<file path="src/rtl/data_sync_tx_scheduler.sv">
// Source-side scheduler for a shared enable-qualified CDC bus: round-robin grant,
// word capture, then a fixed enable-high hold window followed by an enable-low gap.
module data_sync_tx_scheduler #(
  parameter int NUM_REQ     = 2,
  parameter int BUS_WIDTH   = 8,
  parameter int HOLD_CYCLES = 4,
  parameter int GAP_CYCLES  = 4
) (
  input  logic                         CLK,
  input  logic                         RST,
  input  logic                         sched_en,
  input  logic [NUM_REQ-1:0]           req_valid,
  input  logic [NUM_REQ*BUS_WIDTH-1:0] req_data,
  output logic [NUM_REQ-1:0]           req_ready,
  output logic [BUS_WIDTH-1:0]         unsync_bus,
  output logic                         bus_enable,
  output logic [$clog2(NUM_REQ)-1:0]   grant_id,
  output logic                         busy,
  output logic [1:0]                   dbg_state
);

  localparam int ID_W    = $clog2(NUM_REQ);
  localparam int MAX_CYC = (HOLD_CYCLES > GAP_CYCLES) ? HOLD_CYCLES : GAP_CYCLES;
  localparam int CNT_W   = $clog2(MAX_CYC + 1);
  localparam logic [CNT_W-1:0] HOLD_LAST = CNT_W'(HOLD_CYCLES - 1);
  localparam logic [CNT_W-1:0] GAP_LAST  = CNT_W'(GAP_CYCLES - 1);

  typedef enum logic [1:0] {
    ST_IDLE = 2'd0,
    ST_HOLD = 2'd1,
    ST_GAP  = 2'd2
  } state_e;

  state_e                 state_q, state_d;
  logic [CNT_W-1:0]       cnt_q, cnt_d;
  logic [BUS_WIDTH-1:0]   bus_q, bus_d;
  logic                   en_q, en_d;
  logic                   busy_q, busy_d;
  // The last-served index doubles as the round-robin pointer: both are
  // loaded with the winner on every transfer and reset to NUM_REQ-1.
  logic [ID_W-1:0]        gid_q, gid_d;

  logic                   found_hi, found_lo, pick_found;
  logic [ID_W-1:0]        idx_hi, idx_lo, pick_idx;
  logic [BUS_WIDTH-1:0]   pick_word;
  logic                   grant_ok;
  logic                   take;

  // Search above the pointer first, then wrap to the indices at or below it.
  always_comb begin
    found_hi = 1'b0;
    found_lo = 1'b0;
    idx_hi   = '0;
    idx_lo   = '0;
    for (int i = 0; i < NUM_REQ; i++) begin
      if (!found_hi && req_valid[i] && (i > int'(gid_q))) begin
        found_hi = 1'b1;
        idx_hi   = ID_W'(i);
      end
      if (!found_lo && req_valid[i] && (i <= int'(gid_q))) begin
        found_lo = 1'b1;
        idx_lo   = ID_W'(i);
      end
    end
    pick_found = found_hi | found_lo;
    pick_idx   = found_hi ? idx_hi : idx_lo;
  end

  always_comb begin
    pick_word = '0;
    for (int i = 0; i < NUM_REQ; i++) begin
      if (pick_idx == ID_W'(i)) begin
        pick_word = req_data[i*BUS_WIDTH +: BUS_WIDTH];
      end
    end
  end

  // Handshake: a requester holds req_valid/req_data steady until it sees its
  // req_ready bit; the word transfers on the CLK edge where both are high.
  assign grant_ok = (state_q == ST_IDLE) && sched_en && !RST && pick_found;

  always_comb begin
    req_ready = '0;
    for (int i = 0; i < NUM_REQ; i++) begin
      req_ready[i] = grant_ok && (pick_idx == ID_W'(i));
    end
  end

  assign take = |(req_valid & req_ready);

  always_comb begin
    state_d = state_q;
    cnt_d   = cnt_q;
    bus_d   = bus_q;
    en_d    = en_q;
    busy_d  = busy_q;
    gid_d   = gid_q;
    case (state_q)
      ST_IDLE: begin
        if (take) begin
          state_d = ST_HOLD;
          cnt_d   = '0;
          bus_d   = pick_word;
          en_d    = 1'b1;
          busy_d  = 1'b1;
          gid_d   = pick_idx;
        end
      end
      ST_HOLD: begin
        if (cnt_q == HOLD_LAST) begin
          state_d = ST_GAP;
          cnt_d   = '0;
          en_d    = 1'b0;
        end else begin
          cnt_d = cnt_q + CNT_W'(1);
        end
      end
      ST_GAP: begin
        if (cnt_q == GAP_LAST) begin
          state_d = ST_IDLE;
          cnt_d   = '0;
          busy_d  = 1'b0;
        end else begin
          cnt_d = cnt_q + CNT_W'(1);
        end
      end
      default: begin
        state_d = ST_IDLE;
        cnt_d   = '0;
        en_d    = 1'b0;
        busy_d  = 1'b0;
      end
    endcase
  end

  always_ff @(posedge CLK) begin
    if (RST) begin
      state_q <= ST_IDLE;
      cnt_q   <= '0;
      bus_q   <= '0;
      en_q    <= 1'b0;
      busy_q  <= 1'b0;
      gid_q   <= ID_W'(NUM_REQ - 1);
    end else begin
      state_q <= state_d;
      cnt_q   <= cnt_d;
      bus_q   <= bus_d;
      en_q    <= en_d;
      busy_q  <= busy_d;
      gid_q   <= gid_d;
    end
  end

  assign unsync_bus = bus_q;
  assign bus_enable = en_q;
  assign grant_id   = gid_q;
  assign busy       = busy_q;
  assign dbg_state  = state_q;

endmodule

</file>
<file path="config.mk">
export PLATFORM = sky130hd
export DESIGN_NAME = data_sync_tx_scheduler
export DESIGN_NICKNAME = d
export VERILOG_FILES = /design/src/rtl/data_sync_tx_scheduler.sv
export SDC_FILE = /design/constraint.sdc
export NUM_CORES = 1
export LEC_CHECK = 0
export BUFFER_PORTS_ARGS = -buffer_cell sky130_fd_sc_hd__buf_2
export CAP_MARGIN = 20
export CORE_MARGIN = 5
export CORE_UTILIZATION = 44
export CTS_CLUSTER_DIAMETER = 100
export CTS_CLUSTER_SIZE = 10
export DETAILED_ROUTE_END_ITERATION = 16
export PLACE_DENSITY_LB_ADDON = 0.3
export SLEW_MARGIN = 25
export SYNTH_ARGS = -nofsm -noshare
export SYNTH_HDL_FRONTEND = slang
export SYNTH_SLANG_ARGS = --single-unit
</file>
<file path="constraint.sdc">
create_clock -name CLK -period 2.3 [get_ports CLK]
set_input_delay 0.46 -clock CLK [delete_from_list [all_inputs] [get_ports CLK]]
set_output_delay 0.46 -clock CLK [all_outputs]
set_load 0.05 [all_outputs]
</file>
== Word-level counts from Yosys, hierarchy flattened ==
Index checks and enable logic that the tools add are counted.
Widths: inputs -> output; s select.

* Input port bits: 21
* Logic and storage cells: 54
* Output and inout port bits: 15
* Register bits after elaboration: 16

* Add/sub/neg operators: 1
* Order comparisons: 2
* Equal/unequal tests: 6
* Bitwise logic cells: 5
* Muxes and demuxes: 17
* Reductions and logical operators: 17

{| class="wikitable"
|+ Operators by type and width
! kind !! count
|-
| $reduce_and 3->1 || 3
|-
| $logic_and 1x1->1 || 8
|-
| $mux 8 || 1
|-
| $mux 1 || 7
|-
| $mux 2 || 3
|-
| $mux 3 || 2
|-
| $ne 2x2->1 const B || 3
|-
| $pmux 1 s3 || 2
|-
| $pmux 2 s3 || 1
|-
| $pmux 3 s2 || 1
|-
| $reduce_or 2->1 || 2
|-
| $add 3x1->3 const B || 1
|-
| $eq 3x2->1 const B || 1
|-
| $not 1->1 || 3
|-
| $and 2x2->2 || 1
|-
| $eq 2x1->1 const B || 1
|-
| $eq 2x2->1 const B || 1
|-
| $logic_not 1->1 || 2
|-
| $logic_not 2->1 || 1
|-
| $reduce_and 2->1 || 1
|-
| $gt 1x1->1 const A || 1
|-
| $le 1x1->1 const A || 1
|-
| $or 1x1->1 || 1
|}

== Depth between registers and ports, before layout ==
Gate-level depths: netlist (run 1).

* Word-level depth: 12
* Depth in mapped cells: 7
* Gate-level depth less buffers: 6

== Least setup slack after synthesis (run 1) ==
Ideal clock, no wire load.

* Path type: reg-to-reg
* Start: reg state_q[0], in the netlist dbg_state[0]
* End: reg bus_q[0], in the netlist unsync_bus[0]
* Data arrival time: 2.009 ns
* Library setup time: 0.128 ns
* Stages on the path, launching flop included: 8
* Required time: 2.172 ns
* Path buffers: 1
* Slack: 0.163 ns
* Period minus slack after synthesis: 2.137 ns
* Cells stage by stage: dfxtp_1 inv_1 ha_1 and3b_1 and3_1 buf_2 a222oi_1 nor2_1

* Longest elaborated chain between the ends: 8
* Elaborated cells between the ends (all ways): 9
* Classes of those cells: 1 x bitwise; 8 x reduce/logical

{| class="wikitable"
|+ RTL lines
! what !! RTL line !! source
|-
| from (decl) || 34 || <nowiki>state_e state_q, state_d;</nowiki>
|-
| from (signal assigned) || 145 || <nowiki>state_q <= state_d;</nowiki>
|-
| $logic_not 2->1 || 80 || <nowiki>assign grant_ok = (state_q == ST_IDLE) && sched_en && !RST && pick_found;</nowiki>
|-
| $logic_and 1x1->1 (3 in series) || 80 ||
|-
| $logic_and 1x1->1 || 85 || <nowiki>req_ready[i] = grant_ok && (pick_idx == ID_W'(i));</nowiki>
|-
| via req_ready[1] || 14 || <nowiki>output logic [NUM_REQ-1:0] req_ready,</nowiki>
|-
| $and 2x2->2 || 89 || <nowiki>assign take = |(req_valid & req_ready);</nowiki>
|-
| $reduce_or 2->1 || 89 ||
|-
| $reduce_and 2->1 (no line) || n/a ||
|-
| to (signal assigned) || 147 || <nowiki>bus_q <= bus_d;</nowiki>
|-
| to (decl) || 36 || <nowiki>logic [BUS_WIDTH-1:0] bus_q, bus_d;</nowiki>
|}

The timed path passes the listed nets, and every way through them passes these cells.
A chain may end at the register's enable or synchronous reset.

== Final worst setup path (run 1) ==
* Start: reg state_q[0], in the netlist dbg_state[0]
* End: out req_ready[0]

* Longest elaborated chain between the ends: 5

{| class="wikitable"
|+ RTL lines
! what !! RTL line
|-
| $logic_not 2->1 || 80
|-
| $logic_and 1x1->1 (3 in series) || 80
|-
| $logic_and 1x1->1 || 85
|-
| to (decl) || 14
|}

Every way passes these cells.

==> results of run 1 <==
report_power, final:
| part | switching (mW) | total, mW | internal, mW |
|---|---|---|---|
| registers | 0.0198 | 0.335 | 0.315 |
| clock network | 0.0888 | 0.185 | 0.0962 |
| logic | 0.255 | 0.364 | 0.109 |
| total | 0.363 | 0.884 | 0.520 |
layer usage:
metal / global-route usage [%] / vias to the layer above / part of all wire, % / wire (µm)
met5: 0 / - / 0 / 0
met4: 3.93 / 0 / 0.50 / 9
met3: 4.37 / 2 / 6.6 / 120
met2: 25.1 / 22 / 49 / 885
met1: 15.8 / 349 / 44 / 798
li1: - / 383 / - / -
cells in the final DEF (no fill, tap or decap), types with 2 or more instances in the layout:
cell type,synthesis,layout
dfxtp_1,16,16
buf_2,1,33
nand2b_1,3,3
clkbuf_4,0,3
a211oi_1,3,3
ha_1,5,4
a222oi_1,5,5
buf_4,0,2
and3_2,0,2
nand3_1,2,2
o211ai_1,2,2
a21oi_1,5,5
inv_1,6,6
nand2_1,13,13
nor2_1,6,6
a22oi_1,3,3
o21ai_0,2,2
layout make-up:
class / count / area (µm²) / share of cell area (%)
Timing Repair Buffer: 35 / 180 / 18.5
Tap cell: 17 / 21.3 / 2.19
Clock buffer: 4 / 36.3 / 3.73
Multi-Input combinational cell: 60 / 393 / 40.4
Inverter: 6 / 22.5 / 2.31
Sequential cell: 16 / 320 / 32.9
cells in the mapped netlist:
master	number
inv_1	6
a22oi_1	3
clkbuf_1	1
buf_2	1
a222oi_1	5
a21oi_1	5
o21ai_1	1
o21ai_0	2
buf_6	1
and3_1	3
mux2i_1	1
nand2_1	13
o211ai_1	2
and2_1	1
a41o_1	1
nand3_1	2
a211oi_1	3
ha_1	5
a31oi_1	1
nor2_1	6
and3b_1	1
dfxtp_1	16
o21a_1	1
or4_1	1
nand2b_1	3
worst min-delay path: stages:
cell and delay [ps]:
buf_2 70, nand2_1 40, nand2_1 40
final timing paths:
path                                      to  slack [ps]  cells past startpoint
setup / recovery                req_ready[0]         150                      5
hold / removal    unsync_bus[4]$_SDFFE_PP0P_         350                      3
setup reg to reg  unsync_bus[0]$_SDFFE_PP0P_         610                      6
hold reg to reg            busy$_SDFFE_PP0P_         470                      2
cell families (layout without fill, tap and decap cells):
logic type      Yosys count  after routing  synth area share (%)
buf+inv                   9             45                  5.67
compound gates           24             24                  23.2
mux                       1              1                  1.33
fa+ha+maj                 5              5                  8.33
flops                    16             16                  42.7
simple gates             30             30                  18.8
timing repair:
item	CTS	global route
gates resized for setup	2	3
hold endpoints to repair	0	0
gates cloned	0	0
endpoints found under the setup margin	2	2
metrics by stage:
stage | std cells | hold slack (ps) | setup slack (ps)
after floorplan | 85 | 436 | 163
after global placement | 134 | 446 | 337
after detailed placement | 134 | 458 | 267
after CTS | 138 | 340 | 3.54
after global routing | 138 | 346 | 53.2
final | 138 | 351 | 149
sequential cells by signal, summed over array words and instances, names as in the netlist:
register	count
grant_id	1
unsync_bus	8
dbg_state	2
bus_enable	1
cnt_q	3
busy	1
==> metrics.md, run 1 <==
| Metric | Value |
|---|---|
| Status | `finished clean` |
| Number of port buffers | `35` |
| Leakage | `0.502 nW` |
| Synth top area cells | `dfxtp_1, ha_1, a222oi_1, nand2_1, a21oi_1` |
| Root Driver | `clkbuf_4` |
| Worst vdd ir | `roughly 0.66 mV` |
| FMAX | `465 MHz` |
| #FFs+latches synth | `16` |
| DRT Pass-1 Iters | `6` |
| Area fraction of the dominant cell type after synthesis | `42.7%` |
| Placer Congestion | `0.803` |
| DR WL/cell | `13.1 µm` |
| Setup crit start kind | `flip-flop` |
| Clock Tree Buf Depth | `2` |
| Post-synth cell types | `25` |
| Total congestion overflow | `0` |
| Fillcell total | `144` |
| Yosys Warn Count | `0` |
| Final nets | `148` |
| WL final | `about 1.8 mm` |
| CP max FO | `9` |
| Seq/Total Area, Yosys | `a little over two fifths` |
| Relative slew slack | `approximately two thirds` |
| Pwr/cell area | `908 mW/mm²` |
| WS Path Type | `reg -> out` |
| # H-tree levels | `1` |
| Clock transition at path regs | `100 ps` |
| Initial antenna violation count | `0` |
| Vias per cell | `around 5.5` |
| Overall power | `0.884 mW` |
| Post-DP HPWL | `approximately 1.4 mm` |
| IO Pins | `36` |
| Worst EP arrival | `between 1500 and 2000 ps` |
| Most area-hungry cell type in the Yosys netlist | `dfxtp_1` |
| Chip height | `51.3 µm` |
| Final Hold Viols | `0` |
| Max stage delay cell, worst path | `dfxtp_1` |
| Ratio of cells with drive above 1 in the final layout | `34.7%` |
| Dpl cell area | `927 µm²` |
| CTS Hold Bufs | `0` |
| CTS Buf Count | `3` |
| Antenna diodes | `0` |
| CP max stage delay | `330 ps` |
| Vias in the first global route | `691` |
| Area Overhead vs Synth | `29.7%` |
| Vias post-DR | `756` |
| Tightest Pin Transition | `between 500 and 600 ps` |
| CP Launch Point | `dbg_state[0]$_SDFFE_PP0P_` |
| Core Region | `0.00167 mm²` |
| Final setup fails | `0` |
| Layout Utilization | `58.3%` |
| Final min period | `2150 ps` |
| Final instance area | `roughly 970 µm²` |
| Setup bufs post-CTS | `0` |
| DRC | `0` |
| Mapped Area | `751 µm²` |
| Num rows | `15` |
| Setup TNS | `0 ps` |
| Syn Inst Count | `85` |
| Clock sinks | `16` |
| DRT iter0 DRCs | `42` |
| First-pass GRT wire length | `2.82 mm` |
| Post-Syn Nets | `111` |
| Worst r2r src | `dbg_state[1]$_SDFFE_PP0P_` |
| Slew Viols, Final | `0` |
| CTS tree | `yes` |
| All-Layer GR Usage | `around 14%` |
| Max Cap Viol | `0` |
| Worst clock skew | `5.05 ps` |
| Initial core utilization | `44.9%` |
| Clock Latency Late Sink | `280 ps` |
| CP Cell Sequence | `inv_1, ha_2, and3b_1, and3_2, buf_4` |
| Crit end category | `primary output` |
| Final period utilization | `93.5%` |
| Unrepaired setup endpoints after global routing | `false` |
| Largest net degree at the start of global routing | `14` |
| DIE WIDTH | `around 51 µm` |
| Critical Path RT | `1840 ps` |
| Avg Cell Area, Syn | `8.83 µm²` |
| Worst min path class | `in -> reg` |
| Number of buffers and inverters on the critical path | `2` |
| Die area | `0.00263 mm²` |
| Hold Startpoint | `req_data[12]` |
| CP delay by family, top | `simple AND/OR/NAND/NOR gates` |
| Remaining antenna violation count | `0` |
(Power assumes the default switching activity.)
==> inputs of run 2 (changes only) <==
--- a/config.mk
+++ b/config.mk
@@ -8,10 +8,11 @@
 export BUFFER_PORTS_ARGS = -buffer_cell sky130_fd_sc_hd__buf_2
 export CAP_MARGIN = 20
 export CORE_MARGIN = 5
-export CORE_UTILIZATION = 44
+export CORE_UTILIZATION = 39
 export CTS_CLUSTER_DIAMETER = 100
 export CTS_CLUSTER_SIZE = 10
 export DETAILED_ROUTE_END_ITERATION = 16
+export MAX_ROUTING_LAYER = met4
 export PLACE_DENSITY_LB_ADDON = 0.3
 export SLEW_MARGIN = 25
 export SYNTH_ARGS = -nofsm -noshare
==> constraint.sdc (replaced) <==
create_clock -name CLK -period 1.9 [get_ports CLK]
set_input_delay 0.38 -clock CLK [delete_from_list [all_inputs] [get_ports CLK]]
set_output_delay 0.38 -clock CLK [all_outputs]
set_load 0.05 [all_outputs]
==> metrics.md, run 2 (synthesis results as in run 1) <==
| Metric | Value |
|---|---|
| Pre-CTS WS | `231 ps (-36.3 ps)` |
| Hold Startpoint | `req_data[15]` |
| Worst clock skew | `5.58 ps (+0.536 ps)` |
| Area Overhead vs Synth | `39.7%` |
| Final Worst Setup Slack | `81.0 ps (-68.4 ps)` |
| Clock sinks | `16 (unchanged)` |
| CTS tree | `yes` |
| Worst min path class | `in -> reg` |
| Max reg flops | `8 (unchanged)` |
| All-Layer GR Usage | `15.2% (+1.2 points)` |
| Leakage | `0.528 nW (+5.3%)` |
| Crit Reg-Reg Endpoint | `unsync_bus[3]$_SDFFE_PP0P_` |
| Root Driver | `clkbuf_4` |
| Worst vdd ir | `0.600 mV (-9.5%)` |
| Number of port buffers | `35 (unchanged)` |
| R2R depth | `8 (+2)` |
| CTS Buf Count | `3 (unchanged)` |
| WL final | `2.06 mm (+13%)` |
| Ratio of cells with drive above 1 in the final layout | `40.9% (+6.2 points)` |
| R2R Setup Slk | `180 ps (-430 ps)` |
| WS Path Type | `reg -> out` |
| Setup TNS | `0 ps (unchanged)` |
| CTS Hold Bufs | `0 (unchanged)` |
| Vias in the first global route | `776 (+12%)` |
| Crit end category | `primary output` |
| WHS | `280 ps (-71.0 ps)` |
| Remaining antenna violation count | `0 (unchanged)` |
| Total congestion overflow | `0 (unchanged)` |
| Pwr/cell area | `1030 mW/mm² (+13%)` |
| Relative slew slack | `66.7% (+0.17 points)` |
| Slew Viols, Final | `0 (unchanged)` |
| Tightest Pin Transition | `497 ps (-2.56 ps)` |
| Worst r2r src | `dbg_state[0]$_SDFFE_PP0P_` |
| Final min period | `1820 ps` |
| Setup crit start kind | `flip-flop` |
| Overall power | `1.08 mW (+22%)` |
| Worst hold stages | `3 (unchanged)` |
| Vias post-DR | `802 (+6.1%)` |
| FMAX | `550 MHz` |
| Clock Tree Buf Depth | `2 (unchanged)` |
| Final nets | `154 (+4.1%)` |
| Initial antenna violation count | `0 (unchanged)` |
| Final setup fails | `0 (unchanged)` |
| Layout Utilization | `58.8% (+0.53 points)` |
| Post-DP HPWL | `1.61 mm (+12%)` |
| DRT Pass-1 Iters | `4 (-2)` |
| Final period utilization | `95.7%` |
| Worst EP arrival | `1440 ps (-250 ps)` |
| DR WL/cell | `13.5 µm (+3.0%)` |
| Unrepaired setup endpoints after global routing | `false` |
| Num rows | `15 (unchanged)` |
| Max Cap Viol | `0 (unchanged)` |
| Vias per cell | `5.28 (-3.7%)` |
| IO Pins | `36 (unchanged)` |
| DRT iter0 DRCs | `18 (-57%)` |
| Leading cell types in the layout, fill and taps excluded | `buf_2, dfxtp_1, nand2_1` |
| Final Hold Viols | `0 (unchanged)` |
| Worst Hold End | `unsync_bus[7]$_SDFFE_PP0P_` |
| Clock transition at path regs | `90 ps (about the same)` |
| Initial core utilization | `42.1% (-2.8 points)` |
| CP max FO | `4 (-5)` |
| Antenna diodes | `0 (unchanged)` |
| # H-tree levels | `1 (unchanged)` |
| Clock Latency Late Sink | `280 ps (about the same)` |
| Core Region | `0.00178 mm² (+6.7%)` |
| First-pass GRT wire length | `3.16 mm (+12%)` |
| Chip height | `53.9 µm (+5.0%)` |
| Die area | `0.00290 mm² (+10%)` |
| DRC | `0 (unchanged)` |
| DIE WIDTH | `53.9 µm (+5.0%)` |
| Most common cell after layout, fill and taps aside | `buf_2` |
| Largest net degree at the start of global routing | `13 (-1)` |
| Placer Congestion | `0.850 (+5.9%)` |
| Status | `finished clean` |
| Critical Path RT | `1520 ps (-320 ps)` |
-- run 2: cell types whose count changed in the layout (fill, tap and decap cells not counted), sizes merged --
cell and change:
buf +6
-- run 2: report_power, final --
part / leakage [nW] / total, mW / internal (mW) / switching, mW
combinational: 0.381 / 0.479 / 0.161 / 0.319
clock: 0.0150 / 0.184 / 0.0814 / 0.103
sequential: 0.132 / 0.412 / 0.384 / 0.0279
-- run 2: worst max-delay path, cell delays in order, from the launching register on --
cell     delay (ps)
dfxtp_4         370
inv_2            70
ha_2            170
and3b_2         200
and3_4          200
buf_8           150
-- run 2: worst max path at each step --
stage | startpoint | slack (ps) | cells after the start | endpoint
2_1_floorplan | dbg_state[0]$_SDFFE_PP0P_ | 60 | 7 | unsync_bus[0]$_SDFFE_PP0P_
3_3_place_gp | dbg_state[0]$_SDFFE_PP0P_ | 260 | 7 | unsync_bus[3]$_SDFFE_PP0P_
3_5_place_dp | dbg_state[0]$_SDFFE_PP0P_ | 230 | 7 | unsync_bus[3]$_SDFFE_PP0P_
4_1_cts | dbg_state[0]$_SDFFE_PP0P_ | -2 | 5 | req_ready[0]
5_1_grt | dbg_state[1]$_SDFFE_PP0P_ | 7 | 5 | req_ready[1]
6_report | dbg_state[1]$_SDFFE_PP0P_ | 80 | 5 | req_ready[1]
-- run 2: layer usage --
layer	track usage, %	up-vias	wire length [µm]	share of wire, %
li1	-	393	-	-
met1	16.9	374	840	41
met2	25.2	33	1040	51
met3	3.05	2	160	7.8
met4	8.51	0	14	0.68
met5	-	-	0	0
-- run 2: timing repair --
item,CTS,global route
gates resized for setup,4,8
setup buffers,0,1
endpoints found under the setup margin,2,2
pin swaps,0,1
-- run 2: per-stage QoR --
step                instance area (µm²)  std cells
floorplan                           758         85
CTS                                1020        151
global placement                    982        147
detailed placement                  982        147
finish                             1050        152
global route                       1050        152
-- run 2: area by class of cell --
type | instances | area (µm²)
repair buffers | 41 | 236
fillers | 169 | 734
clock buffers | 4 | 26.3
flip-flops and latches | 16 | 328
well taps | 25 | 31.3
inverters | 6 | 25.0
multi-input cells | 60 | 402
